--- config.mk ---
export PLATFORM = sky130hd
export DESIGN_NAME = two_bit_seq_generator
export DESIGN_NICKNAME = d
export VERILOG_FILES = /design/src/rtl/two_bit_seq_generator.sv
export SDC_FILE = /design/constraint.sdc
export NUM_CORES = 1
export LEC_CHECK = 0
export CORE_ASPECT_RATIO = 0.5
export CORE_MARGIN = 3
export CORE_UTILIZATION = 53
export CTS_CLUSTER_DIAMETER = 200
export DETAILED_ROUTE_END_ITERATION = 8
export PLACE_DENSITY = 0.89
export SLEW_MARGIN = 5
export SYNTH_ARGS = -nofsm -noshare
export SYNTH_HDL_FRONTEND = slang
export SYNTH_SLANG_ARGS = --single-unit
--- constraint.sdc ---
create_clock -name clk -period 3.2 [get_ports clk]
set_input_delay 0.32 -clock clk [delete_from_list [all_inputs] [get_ports clk]]
set_output_delay 0.32 -clock clk [all_outputs]
set_load 0.05 [all_outputs]
--- src/rtl/two_bit_seq_generator.sv ---
// Purpose : serialise a 1..16 bit pattern, repeated reps+1 times, as MSB-first bit pairs.
// Latency : first pair valid the cycle after the accepted start edge; one pair per cycle while ready=1.
// Backpres: ready=0 holds data/data_vld unchanged; start is ignored while busy.
//
// Ports:
//   clk, rst_n         clock, asynchronous active-low reset
//   start              begin a transmission (sampled only when busy=0, ignored if len=0)
//   pattern[15:0]      active bits pattern[len-1:0], pattern[len-1] sent first
//   len[4:0]           pattern length 1..16
//   reps[3:0]          pattern is sent reps+1 times
//   ready              sink accepts the current pair this cycle
//   data[1:0]          data[1] = earlier bit, data[0] = later bit (0 pad on odd tail)
//   data_vld           data holds a valid pair
//   busy               FSM not IDLE
//   done               single-cycle completion pulse
module two_bit_seq_generator (
  input  logic        clk,
  input  logic        rst_n,
  input  logic        start,
  input  logic [15:0] pattern,
  input  logic [4:0]  len,
  input  logic [3:0]  reps,
  input  logic        ready,
  output logic [1:0]  data,
  output logic        data_vld,
  output logic        busy,
  output logic        done
);

  localparam logic [1:0] IDLE = 2'd0;
  localparam logic [1:0] SEND = 2'd1;
  localparam logic [1:0] FIN  = 2'd2;

  logic [1:0]  state;
  logic [15:0] pat_q;
  logic [3:0]  lm1_q;   // len-1: the wrap target of the bit index
  logic [3:0]  idx_q;   // index of the next bit not yet placed on data
  logic [8:0]  rem_q;   // bits not yet placed on data (the repetition count lives here)

  // The next pair is built either from the live inputs (first pair, at the
  // start edge) or from the latched copies (subsequent pairs), so the first
  // pair can be registered straight onto data without a bubble.
  logic [15:0] src_pat;
  logic [3:0]  src_lm1;
  logic [3:0]  cur_idx;
  logic [8:0]  cur_rem;
  logic [3:0]  idx_a;
  logic [3:0]  idx_n;
  logic [8:0]  rem_n;
  logic        bit_hi;
  logic        bit_lo;
  logic        two_left;

  always_comb begin
    src_pat = pat_q;
    src_lm1 = lm1_q;
    cur_idx = idx_q;
    cur_rem = rem_q;
    if (state == IDLE) begin
      src_pat = pattern;
      src_lm1 = len[3:0] - 4'd1;      // len=16 wraps to 15 in 4 bits
      cur_idx = len[3:0] - 4'd1;
      cur_rem = {4'd0, len} * ({5'd0, reps} + 9'd1);  // max 16*16 = 256 fits in 9 bits
    end
    two_left = (cur_rem >= 9'd2);
    bit_hi   = src_pat[cur_idx];
    // Index wraps to len-1 after bit 0; each wrap starts the next repetition.
    idx_a    = (cur_idx == 4'd0) ? src_lm1 : cur_idx - 4'd1;
    bit_lo   = two_left ? src_pat[idx_a] : 1'b0;
    idx_n    = (idx_a == 4'd0) ? src_lm1 : idx_a - 4'd1;
    rem_n    = two_left ? cur_rem - 9'd2 : 9'd0;
  end

  always_ff @(posedge clk or negedge rst_n) begin
    if (!rst_n) begin
      state    <= IDLE;
      pat_q    <= '0;
      lm1_q    <= '0;
      idx_q    <= '0;
      rem_q    <= '0;
      data     <= 2'b00;
      data_vld <= 1'b0;
      busy     <= 1'b0;
      done     <= 1'b0;
    end else begin
      case (state)
        IDLE: begin
          data     <= 2'b00;
          data_vld <= 1'b0;
          busy     <= 1'b0;
          done     <= 1'b0;
          if (start && (len != 5'd0)) begin
            state    <= SEND;
            pat_q    <= pattern;
            lm1_q    <= len[3:0] - 4'd1;
            idx_q    <= idx_n;
            rem_q    <= rem_n;
            data     <= {bit_hi, bit_lo};
            data_vld <= 1'b1;
            busy     <= 1'b1;
          end
        end
        SEND: begin
          if (ready) begin
            if (rem_q == 9'd0) begin
              // Final pair just transferred.
              state    <= FIN;
              data     <= 2'b00;
              data_vld <= 1'b0;
              done     <= 1'b1;
            end else begin
              idx_q <= idx_n;
              rem_q <= rem_n;
              data  <= {bit_hi, bit_lo};
            end
          end
        end
        FIN: begin
          state <= IDLE;
          busy  <= 1'b0;
          done  <= 1'b0;
        end
        default: begin
          state    <= IDLE;
          data     <= 2'b00;
          data_vld <= 1'b0;
          busy     <= 1'b0;
          done     <= 1'b0;
        end
      endcase
    end
  end

endmodule

==> flow_summary.toml <==
[synth]
synth_fa_ha_area_share_pct = 12.8
ys_ff_latch = 40
ys_top_cells_by_count = "nand2_1 (46), dfrtp_1 (40), o21ai_0 (29), ha_1 (24), a21oi_1 (19)"
ys.flop_type = "dfrtp_1"
syn_inst = 407
synthMuxAreaShare_pct = 9.47
syn_area_sq_mm = 0.00361
syn-num-nets = 468
synth-simple-area-share_pct = 20.3
synth_xor_area_share_pct = 3.40
synth.distinct_cells = 64
postSynth.asyncResetShare_pct = 100
yosys_warnings = 0
yosysTopAreaCell = "dfrtp_1"
synth-edff-count = 0
synth_area_leaders = "dfrtp_1 (28%), ha_1 (8.3%), mux2_2 (5.3%)"
synth.top_cell.area_share_pct = 27.8
ys_seq_area_share_pct = 27.8
synth_compound_area_share_pct = 21.4
synth.most_common_cell = "nand2_1"
synth_top_family_by_area = "compound AO/OA/AOI/OAI gates"
post_synth.cell_area_avg_sq_um = 8.86

[worst_setup_path]
cp_cell_sequence = "buf_8, ha_4, xor2_2, buf_4, and2_1, ha_1, ha_4, fa_1, fa_2, a21o_1, a21oi_2, buf_4, xnor2_2, mux2i_1, nand4_1, nor4_4, nor2_1, a221o_1"
cp.arrival_ns = 4.31
r2r_slack_ns = 0.09
cp.required_ns = 3.37
r2r-end = "idx_q[3]"
reg2regPathDepth = 12
path_class = "in2reg"
crit_fanout = 4
slowest_delay_ns = 0.46
cp-end-kind = "flop"
regToRegStartpoint = "state[1]"
startpoint_type = "input pin"
slowest_stage = "fa_1"

[clocking]
cts_max_level = 2
cts_sinks = 40
cts_buffer_depth = 2
numCtsBuffers = 5
cts_tree = "yes"
cts_root_buffer = "clkbuf_16"
clkTransAtPathRegs_ns = 0.06
clock_latency_ns = 0.29

[die]
die_y_microns = 64.3
num_io_pins = 34
die_w_microns = 123
die_area_sq_mm = 0.00789
row_count = 20
core_sq_mm = 0.00633
initial_core_util_pct = 57.0

[sta]
fmax_mhz = 242
hold_viol = 0
slew_headroom_pct = 37.7
rsz0062_at_grt = "true"
fin_crit_ns = 4.14
setup_viol = 10
worst_pin_slew_ns = 0.934
finClkSkew_ns = 0.00631
maxSlewViolCount = 0
tns_ns = -8.92
fin_ws_ns = -0.940
min_period_over_period_pct = 129

[detailed_routing]
drt_drc_violations_left = 0
first_pass_iters = 5
drt_first_iter_violations = 470
via_per_inst = 6.45
wirelength_microns = 11400
wl_per_cell_microns = 19.3
postRouteAntennaNets = 0
vias = 3808

[run_status]
outcome = "finished, violations left"
violations = "negative setup slack"

[pwr]
power.share.clock_pct = 12.6
p_switching_mw = 2.17
pwr_density_cell_mw_per_mm2 = 1010
internal-power_mw = 2.73
ir_drop_uv = 541
p_comb_share_pct = 68.2
leakage_nw = 2.17
swShare_pct = 44.3
pwr-share-seq_pct = 19.2

[global_route]
antenna_found_initial = 0
grt_usage_pct = 28.8
grt_use_met2_pct = 49.3
grt_pass1_vias = 3729
grt_pass1_wl_microns = 17900
met3_usage_pct = 4.86
grt-ovfl-total = 0
met1_usage_pct = 35.7
grt_busiest_layer = "met2"
grt_max_degree = 41

[flow_run]
cap_violations = 0

[cells_and_area]
synthToLayoutAreaGrowth_pct = 34.5
nFillCells = 381
diodes = 0
multi_input_area_sq_mm = 0.00258
fin_nets = 562
stdcell_area_sq_mm = 0.00485
ff_latch_area_sq_mm = 0.00100
drive_gt1_share_pct = 28.7

[min_path]
hold_class = "in2async"

[place]
placed_area_sq_mm = 0.00450
place.gp.congestion = 0.916
portBuffers = 33
dp_hpwl_microns = 7510
==> metal layers <==
layer	vias to the layer above	wire, microns
met2	222	5340
met5	-	0
met4	0	587
met3	66	897
met1	1829	4550
li1	1691	-
==> what timing repair did <==
action / CTS / global route
cloned: 0 / 0
buffers inserted: 7 / 3
resized for setup: 32 / 19
pin swaps: 26 / 12
hold buffers: 0 / 0
endpoints found under the setup margin: 14 / 14
==> critical path, delay by kind of cell <==
kind	cells	cell delay (ns)
XOR/XNOR	2	0.20
multiplexers	1	0.23
buffers and inverters	3	0.41
adder cells (fa/ha/maj)	5	1.69
AO/OA/AOI/OAI	3	0.66
AND/OR/NAND/NOR	4	0.78
==> power groups by stage <==
stage	logic (mW)	registers [mW]	clock network [mW]
floorplan	1.88	0.951	0
global placement	2.92	0.911	0
detailed placement	3.03	0.922	0
CTS	3.10	0.921	0.617
global route	3.58	0.962	0.643
finish	3.34	0.938	0.617
==> cells by family after synthesis <==
kind of cell	Yosys count
and+or+nand+nor	139
AOI/OAI and AO/OA	111
DFF	40
buffers and inverters	39
muxes	32
adders and majority gates	32
xor gates and xnor gates	14
==> flip-flops by register name, summed over array words and instances (netlist names) <==
signal    flops
pat_q        16
rem_q         9
idx_q         4
lm1_q         4
data          2
state         2
busy          1
data_vld      1
done          1
==> cell usage in the layout (no fill, tap or decap), drive strengths merged, types with 9 or more instances in the layout <==
master / Yosys / routed
nor2: 17 / 17
a21oi: 19 / 19
nor2b: 9 / 9
mux2i: 15 / 15
buf: 14 / 83
ha: 24 / 24
dfrtp: 40 / 40
inv: 14 / 14
nand2: 46 / 46
a211oi: 13 / 13
nand3: 14 / 14
mux2: 17 / 17
clkdlybuf4s50: 0 / 25
and2: 12 / 12
o21ai: 30 / 30
xnor2: 9 / 9
==> stage by stage <==
| step | hold WS, ns | power [mW] | setup WS [ns] | util [%] | std cells |
|---|---|---|---|---|---|
| CTS | 0.200 | 4.64 | -0.821 | 75.4 | 587 |
| floorplan | 0.0244 | 2.83 | -0.891 | - | 407 |
| finish | 0.177 | 4.89 | -0.940 | 76.6 | 590 |
| global placement | 0.458 | 3.83 | -1.41 | 71.1 | 572 |
| global route | 0.248 | 5.18 | -1.06 | 76.6 | 590 |
| detailed placement | 0.467 | 3.95 | -1.58 | 71.1 | 572 |
==> worst max-delay path by stage <==
| stage | start | endpoint | slack [ns] | cells past startpoint |
|---|---|---|---|---|
| after floorplan | reps[0] | rem_q[3] | -0.89 | 16 |
| after detailed placement | reps[0] | rem_q[3] | -1.58 | 17 |
| after CTS | reps[1] | rem_q[0] | -0.82 | 18 |
| after global routing | reps[0] | rem_q[0] | -1.06 | 19 |
| final | reps[0] | rem_q[3] | -0.94 | 18 |
| after global placement | reps[0] | rem_q[3] | -1.41 | 17 |
==> final cells by class <==
class	count	share of cell area [%]
Tap cell	88	2.27
Clock inverter	1	0.619
Sequential cell	40	20.7
Multi-Input combinational cell	328	53.1
Clock buffer	7	3.15
Timing Repair Buffer	111	18.9
Inverter	15	1.21
Power figures use the tool's default switching activity.
